===== src/rtl/mem_port_arbiter.sv =====
// -----------------------------------------------------------------------------
// mem_port_arbiter
//
// Shares one single-ported memory between instruction fetch (IF) and
// load/store (LS). Conflicting requests are granted round-robin; only one
// transaction is in flight at a time. The winning request is registered and
// presented to memory with a valid/ready handshake, after which the arbiter
// waits for the response and routes it back to the requester that owns the
// transaction. If no response arrives within TIMEOUT cycles the transaction
// is aborted with an error response.
//
// Ports
//   clk, rst                        clock, synchronous active-high reset
//   if_req_valid/ready, if_addr     IF read request channel
//   if_resp_valid/err, if_rdata     IF response channel (single-cycle pulse)
//   ls_req_valid/ready, ls_addr,
//   ls_wen, ls_wdata, ls_wmask,
//   ls_rmask                        LS request channel (load or store)
//   ls_resp_valid/err, ls_rdata     LS response channel (single-cycle pulse)
//   mem_req_valid/ready, mem_addr,
//   mem_wen, mem_wdata, mem_wmask,
//   mem_rmask                       registered request towards memory
//   mem_resp_valid, mem_rdata       memory response
// -----------------------------------------------------------------------------
module mem_port_arbiter #(
   parameter int          ADDR_W   = 32,
   parameter int          DATA_W   = 32,
   parameter int          TIMEOUT  = 255,
   // Read code driven for instruction fetches (word load).
   parameter logic [2:0]  IF_RMASK = 3'b010
) (
   input  logic              clk,
   input  logic              rst,
   // instruction fetch port
   input  logic              if_req_valid,
   output logic              if_req_ready,
   input  logic [ADDR_W-1:0] if_addr,
   output logic              if_resp_valid,
   output logic              if_resp_err,
   output logic [DATA_W-1:0] if_rdata,
   // load/store port
   input  logic              ls_req_valid,
   output logic              ls_req_ready,
   input  logic [ADDR_W-1:0] ls_addr,
   input  logic              ls_wen,
   input  logic [DATA_W-1:0] ls_wdata,
   input  logic [7:0]        ls_wmask,
   input  logic [2:0]        ls_rmask,
   output logic              ls_resp_valid,
   output logic              ls_resp_err,
   output logic [DATA_W-1:0] ls_rdata,
   // memory port
   output logic              mem_req_valid,
   input  logic              mem_req_ready,
   output logic [ADDR_W-1:0] mem_addr,
   output logic              mem_wen,
   output logic [DATA_W-1:0] mem_wdata,
   output logic [7:0]        mem_wmask,
   output logic [2:0]        mem_rmask,
   input  logic              mem_resp_valid,
   input  logic [DATA_W-1:0] mem_rdata
);

   // Counter only needs to reach TIMEOUT-1.
   localparam int CNT_W = (TIMEOUT > 1) ? $clog2(TIMEOUT) : 1;

   typedef enum logic [1:0] {S_IDLE, S_REQ, S_RESP} state_t;
   typedef enum logic       {OWN_IF, OWN_LS}        owner_t;

   state_t              state_q,      state_d;
   owner_t              owner_q,      owner_d;
   owner_t              last_grant_q, last_grant_d;
   logic [CNT_W-1:0]    tmo_cnt_q,    tmo_cnt_d;
   logic [ADDR_W-1:0]   addr_q,       addr_d;
   logic                wen_q,        wen_d;
   logic [DATA_W-1:0]   wdata_q,      wdata_d;
   logic [7:0]          wmask_q,      wmask_d;
   logic [2:0]          rmask_q,      rmask_d;

   // Response of the current transaction before routing to its owner.
   logic                resp_valid;
   logic                resp_err;
   logic [DATA_W-1:0]   resp_rdata;
   logic                grant_if;
   logic                grant_ls;

   // -------------------------------------------------------------------------
   // Next-state and output logic
   // -------------------------------------------------------------------------
   always_comb begin
      // NOTE: every signal written here gets a default first so no path
      // leaves it unassigned; otherwise synthesis infers a latch.
      state_d      = state_q;
      owner_d      = owner_q;
      last_grant_d = last_grant_q;
      tmo_cnt_d    = tmo_cnt_q;
      addr_d       = addr_q;
      wen_d        = wen_q;
      wdata_d      = wdata_q;
      wmask_d      = wmask_q;
      rmask_d      = rmask_q;
      grant_if      = 1'b0;
      grant_ls      = 1'b0;
      if_req_ready  = 1'b0;
      ls_req_ready  = 1'b0;
      mem_req_valid = 1'b0;
      resp_valid    = 1'b0;
      resp_err      = 1'b0;
      resp_rdata    = '0;

      // While rst is asserted nothing is granted or returned: the cycle's
      // state update is discarded, so any handshake would be a lie.
      if (!rst) begin
         unique case (state_q)
            S_IDLE: begin
               // LS wins a conflict unless it was the last one served.
               grant_ls = ls_req_valid && (!if_req_valid || (last_grant_q == OWN_IF));
               grant_if = if_req_valid && !grant_ls;
               if (grant_ls) begin
                  ls_req_ready = 1'b1;
                  addr_d       = ls_addr;
                  wen_d        = ls_wen;
                  wdata_d      = ls_wdata;
                  wmask_d      = ls_wmask;
                  rmask_d      = ls_rmask;
                  owner_d      = OWN_LS;
                  last_grant_d = OWN_LS;
                  state_d      = S_REQ;
               end else if (grant_if) begin
                  if_req_ready = 1'b1;
                  addr_d       = if_addr;
                  wen_d        = 1'b0;
                  wdata_d      = '0;
                  wmask_d      = '0;
                  rmask_d      = IF_RMASK;
                  owner_d      = OWN_IF;
                  last_grant_d = OWN_IF;
                  state_d      = S_REQ;
               end
            end

            S_REQ: begin
               // No timeout here: memory may stall acceptance indefinitely.
               mem_req_valid = 1'b1;
               if (mem_req_ready) begin
                  tmo_cnt_d = '0;
                  state_d   = S_RESP;
               end
            end

            S_RESP: begin
               if (mem_resp_valid) begin
                  resp_valid = 1'b1;
                  resp_rdata = mem_rdata;
                  state_d    = S_IDLE;
               end else if (tmo_cnt_q == CNT_W'(TIMEOUT - 1)) begin
                  resp_valid = 1'b1;
                  resp_err   = 1'b1;
                  state_d    = S_IDLE;
               end else begin
                  tmo_cnt_d = tmo_cnt_q + CNT_W'(1);
               end
            end

            default: state_d = S_IDLE;
         endcase
      end
   end

   // Route the response to the owner; the other port sees all zeros.
   always_comb begin
      if_resp_valid = 1'b0;
      if_resp_err   = 1'b0;
      if_rdata      = '0;
      ls_resp_valid = 1'b0;
      ls_resp_err   = 1'b0;
      ls_rdata      = '0;
      if (owner_q == OWN_LS) begin
         ls_resp_valid = resp_valid;
         ls_resp_err   = resp_err;
         ls_rdata      = resp_rdata;
      end else begin
         if_resp_valid = resp_valid;
         if_resp_err   = resp_err;
         if_rdata      = resp_rdata;
      end
   end

   // The registered request fields drive memory directly.
   assign mem_addr  = addr_q;
   assign mem_wen   = wen_q;
   assign mem_wdata = wdata_q;
   assign mem_wmask = wmask_q;
   assign mem_rmask = rmask_q;

   // -------------------------------------------------------------------------
   // State registers
   // -------------------------------------------------------------------------
   always_ff @(posedge clk) begin
      // NOTE: non-blocking assignments here so every flop samples the
      // pre-edge value of its _d input, independent of statement order.
      if (rst) begin
         state_q      <= S_IDLE;
         owner_q      <= OWN_IF;
         last_grant_q <= OWN_IF;
         tmo_cnt_q    <= '0;
         addr_q       <= '0;
         wen_q        <= 1'b0;
         wdata_q      <= '0;
         wmask_q      <= '0;
         rmask_q      <= '0;
      end else begin
         state_q      <= state_d;
         owner_q      <= owner_d;
         last_grant_q <= last_grant_d;
         tmo_cnt_q    <= tmo_cnt_d;
         addr_q       <= addr_d;
         wen_q        <= wen_d;
         wdata_q      <= wdata_d;
         wmask_q      <= wmask_d;
         rmask_q      <= rmask_d;
      end
   end

endmodule


===== config.mk =====
export PLATFORM = sky130hd
export DESIGN_NAME = mem_port_arbiter
export DESIGN_NICKNAME = d
export VERILOG_FILES = /design/src/rtl/mem_port_arbiter.sv
export SDC_FILE = /design/constraint.sdc
export NUM_CORES = 1
export LEC_CHECK = 0
export CORE_AREA = 2 2 113 115
export DETAILED_ROUTE_END_ITERATION = 10
export DIE_AREA = 0 0 115 117
export PLACE_DENSITY_LB_ADDON = 0.05
export SLEW_MARGIN = 0
export SYNTH_ARGS = -nofsm -noshare
export SYNTH_HDL_FRONTEND = slang
export SYNTH_SLANG_ARGS = --single-unit

===== constraint.sdc =====
create_clock -name clk -period 2.4 [get_ports clk]
set_input_delay 0.24 -clock clk [delete_from_list [all_inputs] [get_ports clk]]
set_output_delay 0.24 -clock clk [all_outputs]
set_load 0.005 [all_outputs]

# Word-level counts from Yosys, hierarchy flattened
# Cells that the tools add are included.
dict set report op_classes {
  n_addsub 1
  eq_ne 8
  n_mux 46
  bitwise_logic 1
  reduce_logical 11
}
# op n
set ops {}
lappend ops {{32-bit 2-to-1 mux} 9}
lappend ops {{8-bit 2-to-1 mux} 5}
lappend ops {{1-bit 2-to-1 mux} 23}
lappend ops {{8-bit case mux with 2 select lines} 1}
lappend ops {{2-bit 2-to-1 mux} 5}
lappend ops {{8-bit by 1-bit adder with 8-bit output (second input constant)} 1}
lappend ops {{8-bit == test (second input constant)} 1}
lappend ops {{3-bit 2-to-1 mux} 2}
lappend ops {{2-bit inequality test (second input constant)} 3}
lappend ops {{3-bit inequality test (second input constant)} 2}
lappend ops {{2-bit case mux with 3 select lines} 1}
lappend ops {{4-bit AND reduction} 1}
lappend ops {{2-bit nonzero test} 2}
lappend ops {{3-bit AND reduction} 1}
lappend ops {{2-bit by 1-bit == test with 1-bit output (second input constant)} 1}
lappend ops {{2-bit == test (second input constant)} 1}
lappend ops {{1-bit logical AND} 2}
lappend ops {{1-bit logical NOT} 2}
lappend ops {{2-bit logical NOT} 1}
lappend ops {{2-bit AND reduction} 1}
lappend ops {{1-bit logical OR} 1}
lappend ops {{1-bit NOT} 1}
dict set report totals {
  register_bits 87
  inputBits 146
  wordCells 75
}

# Longest topological paths before layout
# Gate-level depths: netlist (run 1).
dict set report depth {
  word_depth 9
  ltp_mapped 6
  ltp_nobuf 6
}

# Least setup slack after synthesis (run 1)
# No wires, ideal clock.
dict set report synth_timing {
  path_kind {register to output}
  startpoint {register state_q[0]}
  endpoint {output port if_rdata[10]}
  arrival_ns 1.479
  path_slack_ns 0.681
  path_stages_with_launch 7
  n_path_buf 3
  path_cell_list {dfxtp_1 buf_6 or3b_1 buf_2 nor3b_4 buf_6 and2_1}
}
dict set report synth_between {
  elab_chain_len 4
}
# element line
set synth_rtl {}
lappend synth_rtl {{start: declaration} 70} ;# state_t state_q, state_d;
lappend synth_rtl {{start signal: assignment} 213} ;# state_q <= state_d;
lappend synth_rtl {{2-bit == test} 114} ;# unique case (state_q)
lappend synth_rtl {{32-bit 2-to-1 mux} 114}
lappend synth_rtl {{32-bit 2-to-1 mux} 113} ;# if (!rst) begin
lappend synth_rtl {{32-bit 2-to-1 mux} 178} ;# if (owner_q == OWN_LS) begin
lappend synth_rtl {{end: declaration} 40} ;# output logic [DATA_W-1:0] if_rdata,
# Every way passes these cells.

# Worst setup path in the final report (run 1)
dict set report layout_timing {
  startpoint {register state_q[1]}
  endpoint {output port if_rdata[2]}
}
# The elaborated chain is that of the path after synthesis.

==> results of run 1 <==
-- critical path: stages, from the launching register on --
cell and delay (ns):
dfxtp_1 0.33, or3b_4 0.40, nor3b_4 0.18, buf_4 0.16
clkbuf_16 0.14, and2_1 0.12, clkdlybuf4s50_1 0.49
-- repair_timing --
item	4_1_cts	5_1_grt
gates resized for setup	11	8
setup buffers	0	2
endpoints found under the setup margin	32	47
pin swaps	0	1
cloned	0	2
-- state kept, by name, summed over array words and instances, names as in the netlist --
signal and cells:
mem_wmask 8, mem_wen 1, state_q 2, last_grant_q 1, mem_wdata 32, tmo_cnt_q 8, mem_addr 32, mem_rmask 3
-- logic make-up after synthesis --
| kind of cell | count (synthesis) | synth area share |
|---|---|---|
| compound gates | 90 | 0.199 |
| buf+inv | 39 | 0.0517 |
| fa+ha+maj | 2 | 0.00658 |
| flops | 87 | 0.458 |
| simple gates | 215 | 0.284 |
-- placed cells by master, fill, tap and decap left out, types with 10 or more instances in the layout --
cell             instances
dlygate4sd2_1           10
clkbuf_16               10
nor2_1                  40
clkdlybuf4s50_1        276
a311oi_1                32
and2_1                  67
dfxtp_1                 85
nand2_1                 72
a22o_1                  43
buf_4                   14
-- through the flow --
step	total power [uW]	instance area (sq um)	setup TNS (ns)	worst slack (ns)	cells
2_1_floorplan	1960	3800	0	0.681	433
3_3_place_gp	2530	6890	0	0.0409	854
3_5_place_dp	2540	6890	-0.0281	-0.0161	854
4_1_cts	3910	7170	0	0.00125	870
5_1_grt	4030	7240	-1.17	-0.0645	874
6_report	3850	7240	-0.0126	-0.00817	874
-- final cells by class --
class                      instances  area [sq um]  share of cell area
clock buffer                      10           239              0.0330
clock inverter                     6          52.6             0.00726
sequential                        87          1740               0.241
multi-input combinational        307          1880               0.259
tap                              150           188              0.0259
inverter                           3          11.3             0.00156
timing repair buffer             311          3130               0.432
-- metal layers --
metal  up-vias  global-route usage  routed length (um)
li1       2095                   -                   -
met1      1884               0.203                5200
met2       164               0.343                7100
met3        18              0.0896                1350
met4         0              0.0562                 216
met5         -                   0                   0
-- power by group through the flow --
| stage | clock network, uW | registers [uW] | logic [uW] |
|---|---|---|---|
| final | 1340 | 1630 | 868 |
| after global routing | 1440 | 1650 | 942 |
| after CTS | 1400 | 1630 | 877 |
| after detailed placement | 0 | 1660 | 872 |
| after global placement | 0 | 1660 | 867 |
| after floorplan | 0 | 1670 | 288 |
-- worst paths after layout --
path,startpoint,endpoint,slack [ns]
setup / recovery,state_q[1]$_SDFFE_PP0P_,if_rdata[2],-0.008
hold / removal,ls_addr[1],mem_addr[1]$_SDFFE_PP0P_,0.46
setup reg to reg,state_q[1]$_SDFFE_PP0P_,mem_wdata[13]$_SDFFE_PP0P_,0.73
hold reg to reg,mem_wdata[14]$_SDFFE_PP0P_,mem_wdata[14]$_SDFFE_PP0P_,0.47
==> results.txt, run 1 <==
Via density per instance - 4.76
Worst path required time - 2.16 ns
CP max FO - 8
Final cycle utilization of the critical path - 1.00
Number of setup violations in the final report - 4
RSZ-0062 raised after global routing - yes
Int Pwr - 2860 uW
Post-synthesis register bit count - 87
Syn-to-layout area delta - 90.3%
Post-route setup slack - -0.00817 ns
Post-Syn Area per Cell - 8.78 sq um
DRT iter0 DRCs - 172
Worst vdd ir - 0.000405 V
Crit path time final - 2.41 ns
Switching power share of the total - 0.257
Synth Flop Type - dfxtp_1
Tot GR Track Use - 0.192
CTS Root Cell - clkbuf_16
Drt first pass iters - 4
Global route total overflow - 0
HPWL after DPL - 10.4 mm
Logic gate share of total power - 0.226
Clk sinks - 87
Full die area - 0.0135 sq mm
Die Y - 117 um
Post-synth ARST share - 0
Post-Syn Area - 0.00380 sq mm
Layout cells sized above 1 - 0.0580
Nets@finish - 867
First-pass GRT wire length - 20.1 mm
Worst Tran Pin Value - 0.460 ns
Clk buf depth - 2
Row count - 41
Die width - 115 um
Drt total wl - 13.9 mm
Count leader, synth - dfxtp_1
Hold Buf Count CTS - 0
Fillers - 1124
Antenna violations before repair - 0
Status - finished with violations
Routed Antenna Nets - 0
Routed len/inst - 15.9 um
Static Leak - 0.00298 uW
Hold Path Class - in2reg
Worst-path clk slew - 0.06 ns
Final GP Congestion - 0.822
CTS buffer count - 9
Vias in the first global route - 3933
Final Max Slew Viols - 0
ANT cells - 0
Cells after synthesis - 433
Share of the synthesized area in the top cell type - 0.458
Worst Path Arrival - 2.17 ns
Vias - 4161
H-tree levels - 3
Hold path depth - 3
Worst Setup Path Type - reg2out
Yosys top cell by area - dfxtp_1
Synth Warn # - 0
Worst Hold Margin - 0.457 ns
Fmax - 415 MHz
NetSw - 988 uW
Failing checks - setup timing
Sequential power share - 0.425
Post-synth top cells - dfxtp_1, nand2_1, and2_1, a22o_1, nor2_1
Area contributors post-synth - dfxtp_1, and2_1, a22o_1
Port buffer count - 292
Endpoint type of the worst setup path - output port
Reg2reg path depth - 5
Core Util, Final - 0.588
Cell Pwr Density - 531 mW/mm^2
Starting Density - 0.309
Post-synthesis sequential area ratio - 0.458
# Max-Cap Violations - 0
Insertion delay to the later sink of the worst-skew pair - 0.35 ns
Clock group share of total power - 0.350
Netlist cell types - 37
Post-synth EDFFs - 0
Critical path launch point type - flip-flop
Mapped Nets - 581
I/O pin cnt - 293
Largest net degree at the start of global routing - 55
Slew margin rel. - 0.693
DRC violations left - 0
CTS tree - built
CORE AREA - 0.0123 sq mm
Worst Skew - 0.00759 ns
Final Hold Viols - 0
Power figures use the tool's default switching activity.
==> run 2, diff against run 1 <==
CAP_MARGIN = 20   (was default)
REMOVE_ABC_BUFFERS = 1   (was default)
==> run 2 against run 1 <==
Against the previous run: the flow now finishes without violations; worst hold slack better by 0.012 ns; fmax up 1.5%; final cell count decreased by 0.46%; via count is 1.6% higher; total power rose by 2.7%; highest routed layer unchanged.
==> results.txt, run 2 (synthesis gave the netlist of run 1 again) <==
Commonest non-fill, non-tap cell in the layout - clkdlybuf4s50_1
Fin Setup TNS - 0 ns
Insertion delay to the later sink of the worst-skew pair - 0.34 ns
I/O pin cnt - 293
Number of setup violations in the final report - 0
Status - complete, no violations
Routed Antenna Nets - 0
# Max-Cap Violations - 0
Vias - 4228
Antenna violations before repair - 0
Non-Filler Instances - 870
Max stage delay cell, worst path - clkdlybuf4s50_1
Drt first pass iters - 4
CTS buffer count - 9
Final cycle utilization of the critical path - 0.988
Worst path buffer plus inverter count - 2
Final Max Slew Viols - 0
CTS Root Cell - clkbuf_16
Global route total overflow - 0
CP max FO - 32
Syn-to-layout area delta - 90.9%
Drt total wl - 14.5 mm
Crit path time final - 2.37 ns
Clk buf depth - 2
Die Y - 117 um
Nets@finish - 863
Cell Area, Placed - 0.00688 sq mm
Full die area - 0.0135 sq mm
Final GP Congestion - 0.939
Via density per instance - 4.86
DRT iter0 DRCs - 227
DRC violations left - 0
Clk sinks - 87
Slew margin rel. - 0.325
Worst path required time - 2.16 ns
RSZ-0062 raised after global routing - yes
Static Leak - 0.00331 uW
Die width - 115 um
Row count - 41
H-tree levels - 3
Worst Setup Path Type - reg2out
Port buffer count - 292
Cell Pwr Density - 544 mW/mm^2
Endpoint type of the worst setup path - output port
Core Util, Final - 0.590
Hold Path Class - in2reg
CP peak stage delay - 0.49 ns
Worst vdd ir - 0.000343 V
Final Hold Viols - 0
Largest net degree at the start of global routing - 67
CORE AREA - 0.0123 sq mm
Tot GR Track Use - 0.199
CP Cell Sequence - or3b_4, nor3b_4, buf_12, and2_1, clkdlybuf4s50_1
Worst-path clk slew - 0.07 ns
Worst Hold Margin - 0.469 ns
Routed len/inst - 16.7 um
Design Area, Final - 0.00726 sq mm
Fmax - 422 MHz
Critical path launch point type - flip-flop
Worst Path Arrival - 2.13 ns
HPWL after DPL - 11.0 mm
Vias in the first global route - 3829
First-pass GRT wire length - 20.8 mm
Fillers - 1103
Commonest cells after routing, fill and taps aside - clkdlybuf4s50_1, dfxtp_1, nand2_1
Family with the most delay on the worst path - simple AND/OR/NAND/NOR gates
Worst Tran Pin Value - 1.01 ns
Layout cells sized above 1 - 0.0556
ANT cells - 0
Placed cells - 854
Starting Density - 0.309
CTS tree - built
Worst Skew - 0.0113 ns
-- run 2: changes by cell type in the layout (fill, tap and decap cells not counted), sizes merged --
cell | previous run | this run
bufinv | 0 | 1
dlymetal6s2s | 6 | 26
clkinv | 4 | 2
clkbuf | 11 | 10
dlygate4sd2 | 10 | 6
clkdlybuf4s50 | 276 | 260
inv | 5 | 6
buf | 18 | 15
-- run 2: worst register-to-register path: cells and delay by family, from the launching register on --
family | cells | cell delay [ns]
buffers and inverters | 2 | 0.71
and+or+nand+nor | 2 | 0.36
DFF | 1 | 0.32
AOI/OAI and AO/OA | 1 | 0.28
-- run 2: what timing repair did --
action,CTS,global route
setup endpoints to repair,46,47
hold buffers,0,0
hold endpoints to repair,0,0
resized for setup,7,30
setup buffers,0,0
-- run 2: report_power, final --
group	leakage (uW)	switching, uW	internal (uW)
Clock	0.000157	602	853
Combinational	0.00244	328	537
Sequential	0.000717	63.7	1570
Total	0.00331	993	2960
-- run 2: final timing paths --
check | start | end | slack [ns] | cells past startpoint
max | state_q[0]$_SDFFE_PP0P_ | if_rdata[12] | 0.03 | 5
min | ls_addr[30] | mem_addr[30]$_SDFFE_PP0P_ | 0.47 | 3
max reg2reg | state_q[0]$_SDFFE_PP0P_ | mem_addr[7]$_SDFFE_PP0P_ | 0.65 | 5
min reg2reg | mem_wdata[13]$_SDFFE_PP0P_ | mem_wdata[13]$_SDFFE_PP0P_ | 0.47 | 1
-- run 2: layer usage --
metal	up-vias	share of wire	GRT usage
met5	-	0	0
met4	0	0.024	0.0787
met3	24	0.089	0.0675
met2	187	0.48	0.329
met1	1930	0.41	0.240
li1	2087	-	-
-- run 2: final cells by class --
class                   instances  area, sq um  area share
multi-input cells             307         1880       0.259
clock inverters                 6         75.1      0.0103
inverters                       3         11.3     0.00155
flip-flops and latches         87         1750       0.240
repair buffers                307         3120       0.430
well taps                     150          188      0.0259
clock buffers                  10          239      0.0329
-- run 2: stage by stage --
step | power (uW) | setup WS [ns]
after global routing | 4150 | -0.0462
after detailed placement | 2530 | -0.156
after global placement | 2530 | -0.0922
after CTS | 4010 | 0.000611
final | 3950 | 0.0278
after floorplan | 1930 | -1.65
==> run 3, diff against run 2 <==
CORE_AREA = 5 5 109 111   (was 2 2 113 115)
DIE_AREA = 0 0 114 116   (was 0 0 115 117)
==> run 3 against run 2 <==
Against the previous run: core utilization increased by 8.2 points; critical path depth rose by 1; clock skew increased by 0.0015 ns; via count increased by 1.4%; total power is 9.3% lower; worst hold slack got worse by 0.057 ns; non-clock buffer count rose by 3; count of clock-buffer cells in the layout stayed put; combinational power is 0.9% higher; final cell count down 0.80%; register-to-register slack worse by 0.04 ns; critical endpoint is now ls_rdata[15].
==> results.txt, run 3 (synthesis gave the netlist of run 1 again) <==
I/O pin cnt - 293
CP Cell Sequence - buf_4, nor3b_4, and3_4, buf_12, and2_1, clkdlybuf4s50_1
Worst Path Arrival - 2.06 ns
Die width - 114 um
Clk buf depth - 2
M3 GR Usage - 0.0648
Fmax - 434 MHz
Number of setup violations in the final report - 0
Worst path buffer plus inverter count - 3
Crit path time final - 2.30 ns
Syn-to-layout area delta - 88.8%
Static Leak - 0.00346 uW
CTS Root Cell - clkbuf_8
CTS buffer count - 9
R2R Setup Slk - 0.61 ns
Worst Skew - 0.0128 ns
Drt first pass iters - 4
CP peak stage delay - 0.50 ns
CP max FO - 32
Family with the most delay on the worst path - buffers and inverters
Layer with the highest usage - met2
Starting Density - 0.355
Met2 Use GR - 0.380
Design Area, Final - 0.00718 sq mm
Overall Power - 3580 uW
Vias in the first global route - 4146
GR Util met1 - 0.265
Critical path launch point type - flip-flop
Final cycle utilization of the critical path - 0.959
Worst path required time - 2.16 ns
ANT cells - 0
H-tree levels - 3
Commonest non-fill, non-tap cell in the layout - clkdlybuf4s50_1
Worst vdd ir - 0.000305 V
CTS tree - built
DRT iter0 DRCs - 243
CORE AREA - 0.0107 sq mm
Hold Path Class - in2reg
# Max-Cap Violations - 0
Final Max Slew Viols - 0
Via density per instance - 4.97
Worst Setup Path Type - reg2out
Port buffer count - 292
Drt total wl - 15.5 mm
Slew margin rel. - 0.365
Largest net degree at the start of global routing - 67
Final Hold Viols - 0
Nets@finish - 866
Status - complete, no violations
Max stage delay cell, worst path - clkdlybuf4s50_1
Full die area - 0.0132 sq mm
Antenna violations before repair - 0
DRC violations left - 0
Worst-path clk slew - 0.08 ns
Routed Antenna Nets - 0
Row count - 38
Layout cells sized above 1 - 0.0595
Worst Tran Pin Value - 0.950 ns
Routed len/inst - 18.0 um
RSZ-0062 raised after global routing - yes
Global route total overflow - 0
Cell Area, Placed - 0.00687 sq mm
Cell Pwr Density - 499 mW/mm^2
Insertion delay to the later sink of the worst-skew pair - 0.35 ns
First-pass GRT wire length - 22.9 mm
Clk sinks - 87
Tot GR Track Use - 0.222
Endpoint type of the worst setup path - output port
HPWL after DPL - 12.2 mm
Commonest cells after routing, fill and taps aside - clkdlybuf4s50_1, dfxtp_1, nand2_1
Final GP Congestion - 0.929
Die Y - 116 um
Vias - 4287
run 3: changes by cell type in the layout (fill, tap and decap cells not counted), sizes merged:
cell,before,now
dlymetal6s2s,26,29
buf,15,18
dlygate4sd2,6,29
clkdlybuf4s50,260,234
run 3: where the power goes:
| part | total, uW | internal [uW] | switching [uW] |
|---|---|---|---|
| clock | 1080 | 525 | 555 |
| sequential | 1630 | 1570 | 65.5 |
| combinational | 872 | 539 | 333 |
run 3: final cells by class:
class / count / area [sq um]
fillers: 880 / 3520
repair buffers: 310 / 3150
multi-input cells: 307 / 1890
flip-flops and latches: 87 / 1750
well taps: 140 / 175
clock buffers: 10 / 138
clock inverters: 6 / 72.6
inverters: 3 / 11.3
run 3: worst register-to-register path, cell delays in order, from the launching register on:
cell,delay [ns]
dfxtp_2,0.32
buf_4,0.16
nor3_4,0.23
buf_4,0.55
nor2_1,0.14
a311oi_1,0.29
run 3: through the flow:
stage          setup WS [ns]  cells  setup TNS (ns)  hold WS [ns]  utilization
4_1_cts              -0.0603    863          -0.236         0.399        0.663
5_1_grt              -0.0163    863         -0.0205         0.436        0.671
3_5_place_dp         -0.0829    844           -1.68         0.453        0.642
2_1_floorplan          -1.65    397          -84.52         0.309            -
3_3_place_gp        -0.00879    844         -0.0157         0.455        0.642
6_report              0.0974    863               0         0.412        0.671
run 3: path summary, 6_finish.rpt:
check / start / end / cells after the start
worst max-delay path: state_q[0]$_SDFFE_PP0P_ / ls_rdata[15] / 6
worst max register to register: state_q[0]$_SDFFE_PP0P_ / mem_addr[10]$_SDFFE_PP0P_ / 5
worst min-delay path: rst / state_q[0]$_SDFFE_PP0P_ / 3
worst min register to register: mem_wdata[11]$_SDFFE_PP0P_ / mem_wdata[11]$_SDFFE_PP0P_ / 1
run 3: metal layers:
metal,part of all wire,vias up
li1,-,2091
met1,0.41,1983
met2,0.48,182
met3,0.078,31
met4,0.031,0
met5,0,-
run 3: what timing repair did:
action                                  4_1_cts  5_1_grt
cloned                                        1        0
gates resized for setup                      33       34
endpoints found under the setup margin       32       39
pin swaps                                     1        0
setup buffers                                 2        0
hold buffers                                  0        0
